### config.mk
export PLATFORM = sky130hd
export DESIGN_NAME = dbus_axil_router
export DESIGN_NICKNAME = d
export VERILOG_FILES = /design/src/rtl/dbus_axil_router.sv
export SDC_FILE = /design/constraint.sdc
export NUM_CORES = 1
export LEC_CHECK = 0
export ABC_AREA = 1
export ABC_CLOCK_PERIOD_IN_PS = 4450
export BUFFER_PORTS_ARGS = -buffer_cell sky130_fd_sc_hd__clkbuf_2
export CAP_MARGIN = 20
export CORE_MARGIN = 2
export CORE_UTILIZATION = 35
export DETAILED_ROUTE_END_ITERATION = 12
export GPL_TIMING_DRIVEN = 0
export HOLD_SLACK_MARGIN = 0.06
export MAX_ROUTING_LAYER = met4
export PLACE_DENSITY = 0.66
export SLEW_MARGIN = 20
export SYNTH_ARGS = -nofsm -noshare
export SYNTH_HDL_FRONTEND = slang
export SYNTH_SLANG_ARGS = --single-unit
### constraint.sdc
create_clock -name clk -period 4.45 [get_ports clk]
set_clock_uncertainty 0.2 [all_clocks]
set_input_delay 0.6675 -clock clk [delete_from_list [all_inputs] [get_ports clk]]
set_output_delay 0.6675 -clock clk [all_outputs]
set_load 0.02 [all_outputs]
### src/rtl/dbus_axil_router.sv
// dbus_axil_router: steers the CPU simple data bus to the data BRAM, an
// AXI4-lite master port, or an internal decode-error responder. Only one
// transaction is in flight at a time. Responses from the AXI and error paths
// are registered, so they appear one cycle after the event that completes them.
module dbus_axil_router #(
  parameter int          DATAMEM_DEPTH = 8192,
  parameter logic [31:0] AXI_BASE      = 32'h4000_0000,
  parameter logic [31:0] AXI_SIZE      = 32'h1000_0000,
  parameter int          TIMEOUT       = 1024
) (
  input  logic                             clk,
  input  logic                             rstf,
  input  logic                             dBus_cmd_valid,
  output logic                             dBus_cmd_ready,
  input  logic [31:0]                      dBus_cmd_payload_addr,
  input  logic [31:0]                      dBus_cmd_payload_data,
  input  logic [1:0]                       dBus_cmd_payload_size,
  input  logic                             dBus_cmd_payload_wr,
  output logic                             dBus_rsp_valid,
  output logic [31:0]                      dBus_rsp_data,
  output logic                             dBus_rsp_error,
  output logic [$clog2(DATAMEM_DEPTH)-1:0] datamem_addr,
  output logic [31:0]                      datamem_wdata,
  output logic [3:0]                       datamem_mask,
  output logic                             datamem_we,
  output logic                             datamem_valid,
  input  logic                             datamem_ready,
  input  logic [31:0]                      datamem_rdata,
  input  logic                             datamem_rvalid,
  output logic [31:0]                      m_axi_awaddr,
  output logic                             m_axi_awvalid,
  input  logic                             m_axi_awready,
  output logic [2:0]                       m_axi_awprot,
  output logic [31:0]                      m_axi_wdata,
  output logic [3:0]                       m_axi_wstrb,
  output logic                             m_axi_wvalid,
  input  logic                             m_axi_wready,
  input  logic [1:0]                       m_axi_bresp,
  input  logic                             m_axi_bvalid,
  output logic                             m_axi_bready,
  output logic [31:0]                      m_axi_araddr,
  output logic                             m_axi_arvalid,
  input  logic                             m_axi_arready,
  output logic [2:0]                       m_axi_arprot,
  input  logic [31:0]                      m_axi_rdata,
  input  logic [1:0]                       m_axi_rresp,
  input  logic                             m_axi_rvalid,
  output logic                             m_axi_rready
);

  localparam int          AW      = $clog2(DATAMEM_DEPTH);
  localparam int          CW      = $clog2(TIMEOUT) + 1;
  localparam logic [32:0] MEM_TOP = 33'(DATAMEM_DEPTH) << 2;

  typedef enum logic [2:0] {IDLE, MEM_RD, AXI_WR, AXI_B, AXI_AR, AXI_R} state_t;

  state_t        state, state_nxt;
  logic [CW-1:0] cnt;
  logic          aw_pend, w_pend;
  logic [31:0]   addr_q, wdata_q;
  logic [3:0]    strb_q;
  logic          cmd_ready_q, rsp_valid_q, rsp_err_q;
  logic [31:0]   rsp_data_q;

  logic          is_mem, is_axi, accept, tmo, mem_ready;
  logic [3:0]    strb;
  logic          done, done_rsp, done_err;
  logic [31:0]   done_data;

  // Address decode and byte strobes from access size
  always_comb begin
    is_mem = {1'b0, dBus_cmd_payload_addr} < MEM_TOP;
    is_axi = (dBus_cmd_payload_addr & ~(AXI_SIZE - 32'd1)) == AXI_BASE;
    case (dBus_cmd_payload_size)
      2'd0:    strb = 4'b0001 << dBus_cmd_payload_addr[1:0];
      2'd1:    strb = 4'b0011 << {dBus_cmd_payload_addr[1], 1'b0};
      default: strb = 4'b1111;
    endcase
  end

  // The IDLE cycle carrying a registered response still sees the old
  // command's valid, so sampling is held off for that one cycle.
  assign accept = (state == IDLE) && !cmd_ready_q && dBus_cmd_valid;
  assign tmo    = (cnt == CW'(TIMEOUT - 1));

  // Next state, AXI handshakes and response launch
  always_comb begin
    state_nxt     = state;
    datamem_valid = 1'b0;
    mem_ready     = 1'b0;
    m_axi_awvalid = 1'b0;
    m_axi_wvalid  = 1'b0;
    m_axi_bready  = 1'b0;
    m_axi_arvalid = 1'b0;
    m_axi_rready  = 1'b0;
    done          = 1'b0;
    done_rsp      = 1'b0;
    done_err      = 1'b0;
    done_data     = 32'd0;
    case (state)
      IDLE: begin
        if (accept) begin
          if (is_mem) begin
            datamem_valid = 1'b1;
            mem_ready     = datamem_ready;
            if (datamem_ready && !dBus_cmd_payload_wr) state_nxt = MEM_RD;
          end else if (is_axi) begin
            state_nxt = dBus_cmd_payload_wr ? AXI_WR : AXI_AR;
          end else begin
            done     = 1'b1;
            done_rsp = 1'b1;
            done_err = 1'b1;
          end
        end
      end
      MEM_RD: begin
        if (datamem_rvalid) state_nxt = IDLE;
      end
      AXI_WR: begin
        if (tmo) begin
          done = 1'b1; done_rsp = 1'b1; done_err = 1'b1; state_nxt = IDLE;
        end else begin
          m_axi_awvalid = aw_pend;
          m_axi_wvalid  = w_pend;
          if ((!aw_pend || m_axi_awready) && (!w_pend || m_axi_wready)) state_nxt = AXI_B;
        end
      end
      AXI_B: begin
        if (tmo) begin
          done = 1'b1; done_rsp = 1'b1; done_err = 1'b1; state_nxt = IDLE;
        end else begin
          m_axi_bready = 1'b1;
          if (m_axi_bvalid) begin
            done      = 1'b1;
            done_rsp  = (m_axi_bresp != 2'b00);
            done_err  = (m_axi_bresp != 2'b00);
            state_nxt = IDLE;
          end
        end
      end
      AXI_AR: begin
        if (tmo) begin
          done = 1'b1; done_rsp = 1'b1; done_err = 1'b1; state_nxt = IDLE;
        end else begin
          m_axi_arvalid = 1'b1;
          if (m_axi_arready) state_nxt = AXI_R;
        end
      end
      AXI_R: begin
        if (tmo) begin
          done = 1'b1; done_rsp = 1'b1; done_err = 1'b1; state_nxt = IDLE;
        end else begin
          m_axi_rready = 1'b1;
          if (m_axi_rvalid) begin
            done      = 1'b1;
            done_rsp  = 1'b1;
            done_err  = (m_axi_rresp != 2'b00);
            done_data = m_axi_rdata;
            state_nxt = IDLE;
          end
        end
      end
      default: state_nxt = IDLE;
    endcase
  end

  // State, AXI latches, watchdog and registered response
  always_ff @(posedge clk or negedge rstf) begin
    if (!rstf) begin
      state       <= IDLE;
      cnt         <= '0;
      aw_pend     <= 1'b0;
      w_pend      <= 1'b0;
      addr_q      <= 32'd0;
      wdata_q     <= 32'd0;
      strb_q      <= 4'd0;
      cmd_ready_q <= 1'b0;
      rsp_valid_q <= 1'b0;
      rsp_err_q   <= 1'b0;
      rsp_data_q  <= 32'd0;
    end else begin
      state       <= state_nxt;
      cmd_ready_q <= done;
      rsp_valid_q <= done_rsp;
      rsp_err_q   <= done_err;
      rsp_data_q  <= done_data;
      if (state == IDLE && (state_nxt == AXI_WR || state_nxt == AXI_AR)) begin
        cnt     <= '0;
        addr_q  <= dBus_cmd_payload_addr;
        wdata_q <= dBus_cmd_payload_data;
        strb_q  <= strb;
        aw_pend <= 1'b1;
        w_pend  <= 1'b1;
      end else if (state == AXI_WR || state == AXI_B || state == AXI_AR || state == AXI_R) begin
        cnt <= cnt + CW'(1);
      end
      if (state == AXI_WR) begin
        if (m_axi_awvalid && m_axi_awready) aw_pend <= 1'b0;
        if (m_axi_wvalid && m_axi_wready)   w_pend  <= 1'b0;
      end
    end
  end

  assign datamem_addr   = dBus_cmd_payload_addr[AW+1:2];
  assign datamem_wdata  = dBus_cmd_payload_data;
  assign datamem_mask   = dBus_cmd_payload_wr ? strb : 4'b1111;
  assign datamem_we     = dBus_cmd_payload_wr;

  assign m_axi_awaddr   = addr_q;
  assign m_axi_awprot   = 3'b000;
  assign m_axi_wdata    = wdata_q;
  assign m_axi_wstrb    = strb_q;
  assign m_axi_araddr   = addr_q;
  assign m_axi_arprot   = 3'b000;

  assign dBus_cmd_ready = cmd_ready_q | mem_ready;
  assign dBus_rsp_valid = rsp_valid_q | ((state == MEM_RD) && datamem_rvalid);
  assign dBus_rsp_data  = (state == MEM_RD) ? datamem_rdata : rsp_data_q;
  assign dBus_rsp_error = rsp_err_q;

endmodule

==> impl_metrics.tcl, run 1 <==
set metrics [dict create \
    rrSetupSlack_ps 2060 \
    ys_warn_count 0 \
    crit_type "flop to output port" \
    layout.cells.non_filler 1361 \
    dieArea_mm2 0.0184 \
    arrival_ps 2280 \
    critPathLaunch "state[1]$_DFF_PN0_" \
    yosysTopAreaCellShare_pct 49.0 \
    viasPerCell 4.17 \
    yosysSeqAreaShare_pct 49.0 \
    port_buffers 335 \
    synth-seq-cells 119 \
    grt_max_degree 62 \
    rsz0062_at_grt "false" \
    ant_nets 0 \
    layout.nets 1269 \
    hold_class "input pin to flop" \
    min_period_over_period_pct 70.8 \
    wl_met1_mm 7.14 \
    slew_viol_final 0 \
    dr.pass1.iters 4 \
    grt_pass1_wl_mm 25.9 \
    track_usage_pct 18.9 \
    cts.clk_slew.worst_paths_ps 50 \
    syn_inst 762 \
    clkSinkCount 119 \
    num_vias 5679 \
    antenna_found_initial 1 \
    critPathRequiredTime_ps 3580 \
    ir_drop_v 0.000347 \
    maxSlewHeadroom_pct 53.0 \
    worstHoldStart "m_axi_wready" \
    highest_layer "met4" \
    insertion_delay_ps 410 \
    max_freq_mhz 317 \
    final_common_cell "clkbuf_2" \
    io-pin-count 342 \
    power_density_mw_per_mm2 686 \
    finalSetupViolations 0 \
    fin_tns_setup_ps 0 \
    synthDistinctLibCells 34 \
    clk_path_buf_depth 2 \
    cts_setup_buffers 0 \
    cts_root_buffer "clkbuf_16" \
    numPlacedInstances 1328 \
    drive_gt1_share_pct 43.7 \
    core_mm2 0.0171 \
    drc 0 \
    min_path_cells 2 \
    synth_top_area_cell "dfrtp_1" \
    fin_total_pwr_mw 6.03 \
    area_growth_pct 44.5 \
    place.gp.congestion 0.822 \
    status "completed" \
    fp.dieW_um 136 \
    cts_tree "yes" \
    n_fill_cell 1679 \
    dp_hpwl_mm 13.8 \
    hold_viol_final 0 \
    grt_overflow 0 \
    tightest_slew_ps 701 \
    p_leak_nw 5.42 \
    drt_iter0_drc 241 \
    syn_avg_cell_area_um2 7.98 \
    htreeDepth 4 \
    grt_pass1_vias 5231 \
    wirelength_mm 17.3 \
    final_cell_mix "334 x clkbuf_2, 313 x nand2_1, 119 x dfrtp_1" \
    wl_met2_mm 8.71 \
    hold_ws_ps 234 \
    cp_max_fo 10 \
    wl_per_cell_um 12.7 \
    placed_area_mm2 0.00809 \
    rr_worst_depth 12 \
    fin_area_mm2 0.00878 \
    r2r-start "cnt[0]$_DFFE_PN0P_" \
    start_util_pct 35.5 \
    die_y_um 136 \
    critPathCaptureType "output port" \
    max_cap_violations 0 \
    crit_path_start_kind "flop" \
    min_period_ps 3150 \
    synth_area_leaders "dfrtp_1 49%, nand2_1 19%, buf_4 11%" \
    cts_buffers 17 \
    dr_wl_met3_mm 1.18 \
    synth_area_mm2 0.00608 \
    std_cell_rows 48 \
]
-- critical path: stages (launching register included) --
cell and delay [ps]:
dfrtp_1 430, nor3_2 540, inv_1 230, clkbuf_1 280
o21bai_1 190, clkbuf_2 210
-- state kept, by name (all words and copies together), names as in the netlist --
| register | count |
|---|---|
| state | 3 |
| m_axi_wstrb | 4 |
| m_axi_araddr | 32 |
| m_axi_wdata | 32 |
| w_pend | 1 |
| cmd_ready_q | 1 |
| cnt | 11 |
| rsp_data_q | 32 |
| rsp_valid_q | 1 |
| aw_pend | 1 |
| dBus_rsp_error | 1 |
-- timing repair --
item | 4_1_cts | 5_1_grt
resized for setup | 0 | 0
endpoints found under the hold margin | 46 | 0
hold buffers | 1 | 0
-- layout make-up --
type                       count  area, um^2  area share (%)
sequential                   119        2980            33.9
multi-input combinational    464        2020            23.0
timing repair buffer         337        1720            19.6
buffer                       108         811            9.23
clock buffer                  17         425            4.84
inverter                      76         285            3.25
tap                          225         282            3.21
clock inverter                14         255            2.91
antenna                        1        2.50          0.0285
-- synth_stat cells --
cell type / instances
ha_1: 1
nor3_1: 3
a21oi_1: 6
inv_1: 72
nor2_1: 58
nor3_2: 4
buf_4: 90
o21ai_2: 10
dfrtp_1: 119
nor4_1: 1
nand4_1: 2
o211ai_1: 1
clkbuf_1: 9
o21ai_1: 1
nand3_2: 2
o21bai_1: 1
xor2_1: 9
nor3b_1: 2
conb_1: 1
o31ai_1: 1
inv_2: 3
nand2_2: 3
or2_0: 1
nor2_4: 1
nand3_1: 23
clkinv_1: 1
o21ai_0: 6
nand2_1: 313
nand3b_1: 2
nand3_4: 1
buf_6: 9
nand3b_2: 2
or2_2: 1
nor2_2: 3
-- stage by stage --
stage / utilization, % / setup slack (ps)
after floorplan: - / 1910
after global placement: 47.1 / 661
after detailed placement: 47.3 / 1660
after CTS: 51.3 / 1200
after global routing: 51.3 / 979
final: 51.3 / 1300
-- cell families after synthesis --
family          count (synthesis)  synth area share, %
simple gates                  422                 28.5
other cells                     1               0.0617
fa+ha+maj                       1                0.206
buf+inv                       184                 18.0
compound gates                 26                 2.88
xor+xnor                        9                 1.30
flops                         119                 49.0
-- metal layers --
| layer | vias to the layer above | GRT usage, % |
|---|---|---|
| met5 | - | - |
| met4 | 0 | 5.79 |
| met3 | 17 | 5.01 |
| met2 | 211 | 32.7 |
| met1 | 2526 | 21.3 |
| li1 | 2925 | - |
-- report_power, final --
part	leakage, nW	internal (mW)	switching, mW
logic	3.57	1.01	1.74
registers	1.53	1.45	0.241
clock network	0.321	1.10	0.491
total	5.42	3.56	2.47
-- final timing paths --
| path | endpoint |
|---|---|
| max in group asynchronous | m_axi_wstrb[2]$_DFFE_PN0N_ |
| setup / recovery | dBus_rsp_valid |
| hold / removal | w_pend$_DFF_PN0_ |
| min in group asynchronous | m_axi_wdata[25]$_DFFE_PN0N_ |
| setup reg to reg | m_axi_wdata[28]$_DFFE_PN0N_ |
| hold reg to reg | m_axi_wdata[10]$_DFFE_PN0N_ |
(Power assumes the default switching activity.)
==> run 2, diff against run 1 <==
--- a/config.mk
+++ b/config.mk
@@ -6,7 +6,7 @@
 export NUM_CORES = 1
 export LEC_CHECK = 0
 export ABC_AREA = 1
-export ABC_CLOCK_PERIOD_IN_PS = 4450
+export ABC_CLOCK_PERIOD_IN_PS = 2700
 export BUFFER_PORTS_ARGS = -buffer_cell sky130_fd_sc_hd__clkbuf_2
 export CAP_MARGIN = 20
 export CORE_MARGIN = 2
@@ -15,7 +15,7 @@
 export GPL_TIMING_DRIVEN = 0
 export HOLD_SLACK_MARGIN = 0.06
 export MAX_ROUTING_LAYER = met4
-export PLACE_DENSITY = 0.66
+export PLACE_DENSITY = 0.68
 export SLEW_MARGIN = 20
 export SYNTH_ARGS = -nofsm -noshare
 export SYNTH_HDL_FRONTEND = slang
==> constraint.sdc (replaced) <==
create_clock -name clk -period 2.7 [get_ports clk]
set_clock_uncertainty 0.2 [all_clocks]
set_input_delay 0.405 -clock clk [delete_from_list [all_inputs] [get_ports clk]]
set_output_delay 0.405 -clock clk [all_outputs]
set_load 0.02 [all_outputs]
==> run 2 against run 1 <==
Net effect: final cell count grew 7.1%; clock power grew 50%; clock-buffer cell count grew 3; sequential share of layout area shrank 3.2 points; critical path depth grew 2; global-route usage grew 1.8 points; worst setup slack lost 1100 ps; worst hold slack lost 130 ps; first-iteration DRC count grew 24%; non-clock buffer count grew 96; largest cell class is now buffers; largest power group unchanged.
==> impl_metrics.tcl, run 2 (same netlist as run 1, synthesis figures left out) <==
set metrics [dict create \
    drive_gt1_share_pct 40.8 \
    intPower_mw 5.73 \
    std_cell_rows 48 \
    die_y_um 136 \
    fin_total_pwr_mw 9.85 \
    comb_power_share_pct 47.4 \
    place.gp.congestion 0.849 \
    grt_max_degree 62 \
    antenna_found_initial 1 \
    core_mm2 0.0171 \
    ant_nets 0 \
    cts.clk_slew.worst_paths_ps 60 \
    cts_tree "yes" \
    final_common_cell "clkbuf_2" \
    layout.nets 1365 \
    p_leak_nw 5.81 \
    finalWorstSetupSlack_ps 180 \
    num_vias 6283 \
    multi_input_area_mm2 0.00203 \
    drt_iter0_drc 300 \
    cp_max_fo 22 \
    clk_path_buf_depth 2 \
    fin_tns_setup_ps 0 \
    min_period_ps 2520 \
    critPathCaptureType "output port" \
    start_util_pct 35.5 \
    wirelength_mm 19.2 \
    dp_hpwl_mm 13.7 \
    dieArea_mm2 0.0184 \
    slew_viol_final 0 \
    numPlacedInstances 1328 \
    tightest_slew_ps 710 \
    hold_ws_ps 106 \
    status "completed" \
    grt_pass1_wl_mm 28.7 \
    final_cell_mix "337 x clkbuf_2, 313 x nand2_1, 119 x dfrtp_1" \
    max_freq_mhz 397 \
    n_fill_cell 1504 \
    dp_slack_ps 126 \
    power_density_mw_per_mm2 1020 \
    htreeDepth 4 \
    cts_buffers 17 \
    max_cap_violations 0 \
    port_buffers 335 \
    p_seq_share_pct 28.4 \
    ir_drop_v 0.000491 \
    io-pin-count 342 \
    crit_type "flop to output port" \
    dr.pass1.iters 4 \
    hold_viol_final 0 \
    hold_class "input pin to flop" \
    min_period_over_period_pct 93.3 \
    swShare_pct 41.9 \
    arrival_ps 1920 \
    drc 0 \
    viasPerCell 4.31 \
    switching_power_mw 4.12 \
    insertion_delay_ps 410 \
    seq_area_mm2 0.00298 \
    critPathRequiredTime_ps 2100 \
    clkPwrFrac_pct 24.1 \
    fp.dieW_um 136 \
    wl_per_cell_um 13.2 \
    maxSlewHeadroom_pct 52.4 \
    crit_path_start_kind "flop" \
    track_usage_pct 20.7 \
    finalSetupViolations 0 \
    area_growth_pct 59.7 \
    clkSinkCount 119 \
    grt_overflow 0 \
    cts_root_buffer "clkbuf_16" \
    layout.cells.non_filler 1458 \
    rsz0062_at_grt "false" \
    grt_pass1_vias 5894 \
]
## run 2: cell count changes in the layout (fill, tap and decap cells not counted), sizes merged
cell / previous run / this run
buf: 100 / 104
bufinv: 7 / 4
clkinv: 4 / 7
clkinvlp: 4 / 2
dlygate4sd3: 1 / 96
## run 2: worst paths after layout
| path | startpoint | endpoint | slack [ps] | depth (start not counted) |
|---|---|---|---|---|
| min in group asynchronous | rstf | m_axi_wdata[28]$_DFFE_PN0N_ | 380 | 2 |
| min | dBus_cmd_payload_addr[1] | m_axi_araddr[1]$_DFFE_PN0N_ | 110 | 3 |
| min reg2reg | m_axi_wstrb[2]$_DFFE_PN0N_ | m_axi_wstrb[2]$_DFFE_PN0N_ | 280 | 2 |
| max reg2reg | cnt[0]$_DFFE_PN0P_ | m_axi_araddr[26]$_DFFE_PN0N_ | 240 | 12 |
| max | state[0]$_DFF_PN0_ | dBus_rsp_data[31] | 180 | 7 |
| max in group asynchronous | rstf | m_axi_araddr[27]$_DFFE_PN0N_ | 1240 | 3 |
## run 2: area by class of cell
cell class / instances / share of cell area, %
inverters: 76 / 2.94
flip-flops and latches: 119 / 30.7
multi-input cells: 464 / 20.9
diodes: 1 / 0.0258
clock buffers: 20 / 4.60
plain buffers: 106 / 8.33
well taps: 225 / 2.90
repair buffers: 435 / 27.8
clock inverters: 12 / 1.82
## run 2: timing repair
action | 4_1_cts | 5_1_grt
hold buffers | 96 | 0
buffers inserted | 3 | 0
hold endpoints to repair | 153 | 0
resized for setup | 2 | 10
gates cloned | 0 | 0
setup endpoints to repair | 32 | 30
pin swaps | 1 | 1
## run 2: critical path, stage by stage (launching register included)
cell and delay [ps]:
dfrtp_1 410, inv_2 90, nor3_4 270, buf_4 310, buf_4 150, nand2_1 40, nand2_1 60, clkbuf_2 160
## run 2: layer usage
layer | global-route usage (%) | part of all wire [%] | vias up
met1 | 23.5 | 41 | 2872
met5 | - | 0 | -
li1 | - | - | 3129
met4 | 7.64 | 2.0 | 0
met3 | 5.16 | 7.1 | 24
met2 | 35.4 | 50 | 258
## run 2: power by group through the flow
stage	Sequential (mW)	Combinational (mW)	Clock [mW]
floorplan	3.32	2.51	0
global placement	2.80	4.50	0
detailed placement	2.80	4.57	0
CTS	2.80	4.70	2.43
global route	2.87	5.12	2.50
finish	2.80	4.67	2.38
## run 2: through the flow
| step | instance area [um^2] | utilization, % |
|---|---|---|
| after floorplan | 6100 | - |
| after global placement | 8050 | 47.1 |
| after detailed placement | 8090 | 47.3 |
| after CTS | 9700 | 56.7 |
| after global routing | 9710 | 56.7 |
| final | 9710 | 56.7 |
==> run 3, diff against run 2 <==
--- a/config.mk
+++ b/config.mk
@@ -6,7 +6,7 @@
 export NUM_CORES = 1
 export LEC_CHECK = 0
 export ABC_AREA = 1
-export ABC_CLOCK_PERIOD_IN_PS = 2700
+export ABC_CLOCK_PERIOD_IN_PS = 3080
 export BUFFER_PORTS_ARGS = -buffer_cell sky130_fd_sc_hd__clkbuf_2
 export CAP_MARGIN = 20
 export CORE_MARGIN = 2
@@ -15,7 +15,7 @@
 export GPL_TIMING_DRIVEN = 0
 export HOLD_SLACK_MARGIN = 0.06
 export MAX_ROUTING_LAYER = met4
-export PLACE_DENSITY = 0.68
+export PLACE_DENSITY = 0.66
 export SLEW_MARGIN = 20
 export SYNTH_ARGS = -nofsm -noshare
 export SYNTH_HDL_FRONTEND = slang
==> constraint.sdc (replaced) <==
create_clock -name clk -period 3.08 [get_ports clk]
set_clock_uncertainty 0.2 [all_clocks]
set_input_delay 0.308 -clock clk [delete_from_list [all_inputs] [get_ports clk]]
set_output_delay 0.308 -clock clk [all_outputs]
set_load 0.02 [all_outputs]
==> run 3 against run 2 <==
Net effect: die area unchanged; clock power decreased by 3%; sequential power decreased by 13%; clock-buffer cell count decreased by 3; power decreased by 10%; worst hold slack improved by 0.57 ps; global-route usage increased by 0.067 points; first-iteration DRC count decreased by 20%.
==> impl_metrics.tcl, run 3 (same netlist as run 1, synthesis figures left out) <==
set metrics [dict create \
    max_cap_violations 0 \
    std_cell_rows 48 \
    crit_path_start_kind "flop" \
    p_leak_nw 5.84 \
    place.gp.congestion 0.822 \
    htreeDepth 4 \
    die_y_um 136 \
    fin_area_mm2 0.00979 \
    insertion_delay_ps 410 \
    crit_type "flop to output port" \
    cp_top_family "buffers and inverters" \
    layout.nets 1369 \
    grt_pass1_vias 5950 \
    hold_class "input pin to flop" \
    min_period_over_period_pct 85.7 \
    io-pin-count 342 \
    drc 0 \
    crit_path_max_incr_delay_ps 450 \
    switching_power_mw 3.63 \
    arrival_ps 2130 \
    power_density_mw_per_mm2 904 \
    cp_cell_sequence "nor3_4, inv_1, clkbuf_1, o21bai_1, clkbuf_2" \
    min_period_ps 2640 \
    drt_iter0_drc 239 \
    rsz0062_at_grt "false" \
    cp_max_fo 10 \
    status "completed" \
    globalRouteMet3Util_pct 5.05 \
    grt.busiest_layer "met2" \
    critical_path_buf_inv_count 3 \
    wirelength_mm 19.0 \
    use_met2_pct 36.7 \
    finalSetupViolations 0 \
    comb_power_share_pct 46.4 \
    viasPerCell 4.23 \
    cts_buffers 17 \
    grt_max_degree 62 \
    ant_nets 0 \
    ir_drop_v 0.000510 \
    clkSinkCount 119 \
    port_buffers 335 \
    final_common_cell "clkbuf_2" \
    grt_pass1_wl_mm 28.8 \
    clkPwrFrac_pct 26.0 \
    intPower_mw 5.22 \
    num_vias 6173 \
    crit_path_top_delay_cell "dfrtp_1" \
    dr.pass1.iters 4 \
    core_mm2 0.0171 \
    wl_per_cell_um 13.0 \
    area_growth_pct 61.1 \
    tightest_slew_ps 699 \
    final_cell_mix "334 x clkbuf_2, 313 x nand2_1, 119 x dfrtp_1" \
    max_freq_mhz 379 \
    dp_hpwl_mm 13.8 \
    dieArea_mm2 0.0184 \
    track_usage_pct 20.8 \
    grtUsageMet1_pct 23.0 \
    cts.clk_slew.worst_paths_ps 50 \
    numPlacedInstances 1328 \
    cts_setup_buffers 0 \
    swShare_pct 41.0 \
    placed_area_mm2 0.00809 \
    cts_root_buffer "clkbuf_16" \
    grt_overflow 0 \
    slew_viol_final 0 \
    cts_tree "yes" \
    critPathRequiredTime_ps 2570 \
    maxSlewHeadroom_pct 53.2 \
    n_fill_cell 1539 \
    start_util_pct 35.5 \
    clk_path_buf_depth 2 \
    layout.cells.non_filler 1461 \
    p_seq_share_pct 27.7 \
    antenna_found_initial 1 \
    drive_gt1_share_pct 40.2 \
    critPathCaptureType "output port" \
    hold_viol_final 0 \
    fp.dieW_um 136 \
]
==> run 3: cell count changes in the layout (fill, tap and decap cells not counted), moves of 3 or more <==
cell	delta
clkbuf_1	+4
dlygate4sd3_1	+5
buf_4	-3
clkbuf_2	-3
bufinv_16	+3
clkinv_4	-3
==> run 3: power by group through the flow <==
stage / Combinational [mW] / Clock (mW) / Sequential, mW
2_1_floorplan: 2.20 / 0 / 2.91
3_3_place_gp: 3.96 / 0 / 2.46
3_5_place_dp: 4.03 / 0 / 2.45
4_1_cts: 4.14 / 2.36 / 2.45
5_1_grt: 4.50 / 2.42 / 2.52
6_report: 4.10 / 2.30 / 2.45
==> run 3: stage by stage <==
step	TNS (ps)	setup slack (ps)	utilization [%]	power (mW)	hold slack [ps]
4_1_cts	0	189	57.1	8.95	92.4
3_3_place_gp	-40490	-349	47.1	6.42	262
6_report	0	441	57.2	8.85	107
5_1_grt	0	204	57.2	9.43	128
3_5_place_dp	0	645	47.3	6.49	123
2_1_floorplan	0	987	-	5.11	-188
==> run 3: layout make-up <==
class | count | area, um^2 | area share [%]
antenna | 1 | 2.50 | 0.0256
buffer | 108 | 811 | 8.28
clock buffer | 17 | 425 | 4.35
clock inverter | 14 | 255 | 2.61
inverter | 76 | 285 | 2.91
multi-input combinational | 464 | 2030 | 20.7
sequential | 119 | 2980 | 30.4
tap | 225 | 282 | 2.88
timing repair buffer | 437 | 2720 | 27.8
==> run 3: tightest hold or removal path: stages <==
cell,delay (ps)
clkbuf_2,130
o21ai_0,100
nand2_1,60
inv_1,40
nand2_1,50
==> run 3: what timing repair did <==
action,4_1_cts,5_1_grt
hold buffers,101,0
resized for setup,0,1
endpoints found under the setup margin,0,1
hold endpoints to repair,162,0
==> run 3: per-layer routing <==
layer / share of wire, % / wire, um
met1: 40 / 7650
met2: 52 / 9880
met3: 6.0 / 1150
met4: 1.5 / 294
met5: 0 / 0
==> run 3: worst paths after layout <==
path | start | end | slack [ps] | cells after the start
max reg2reg | cnt[0]$_DFFE_PN0P_ | dBus_rsp_error$_DFF_PN0_ | 640 | 10
max | state[1]$_DFF_PN0_ | dBus_rsp_valid | 440 | 5
min | m_axi_rvalid | cmd_ready_q$_DFF_PN0_ | 110 | 5
max in group asynchronous | rstf | m_axi_araddr[17]$_DFFE_PN0N_ | 1740 | 3
min in group asynchronous | rstf | rsp_data_q[28]$_DFF_PN0_ | 260 | 2
min reg2reg | m_axi_wstrb[2]$_DFFE_PN0N_ | m_axi_wstrb[2]$_DFFE_PN0N_ | 280 | 2
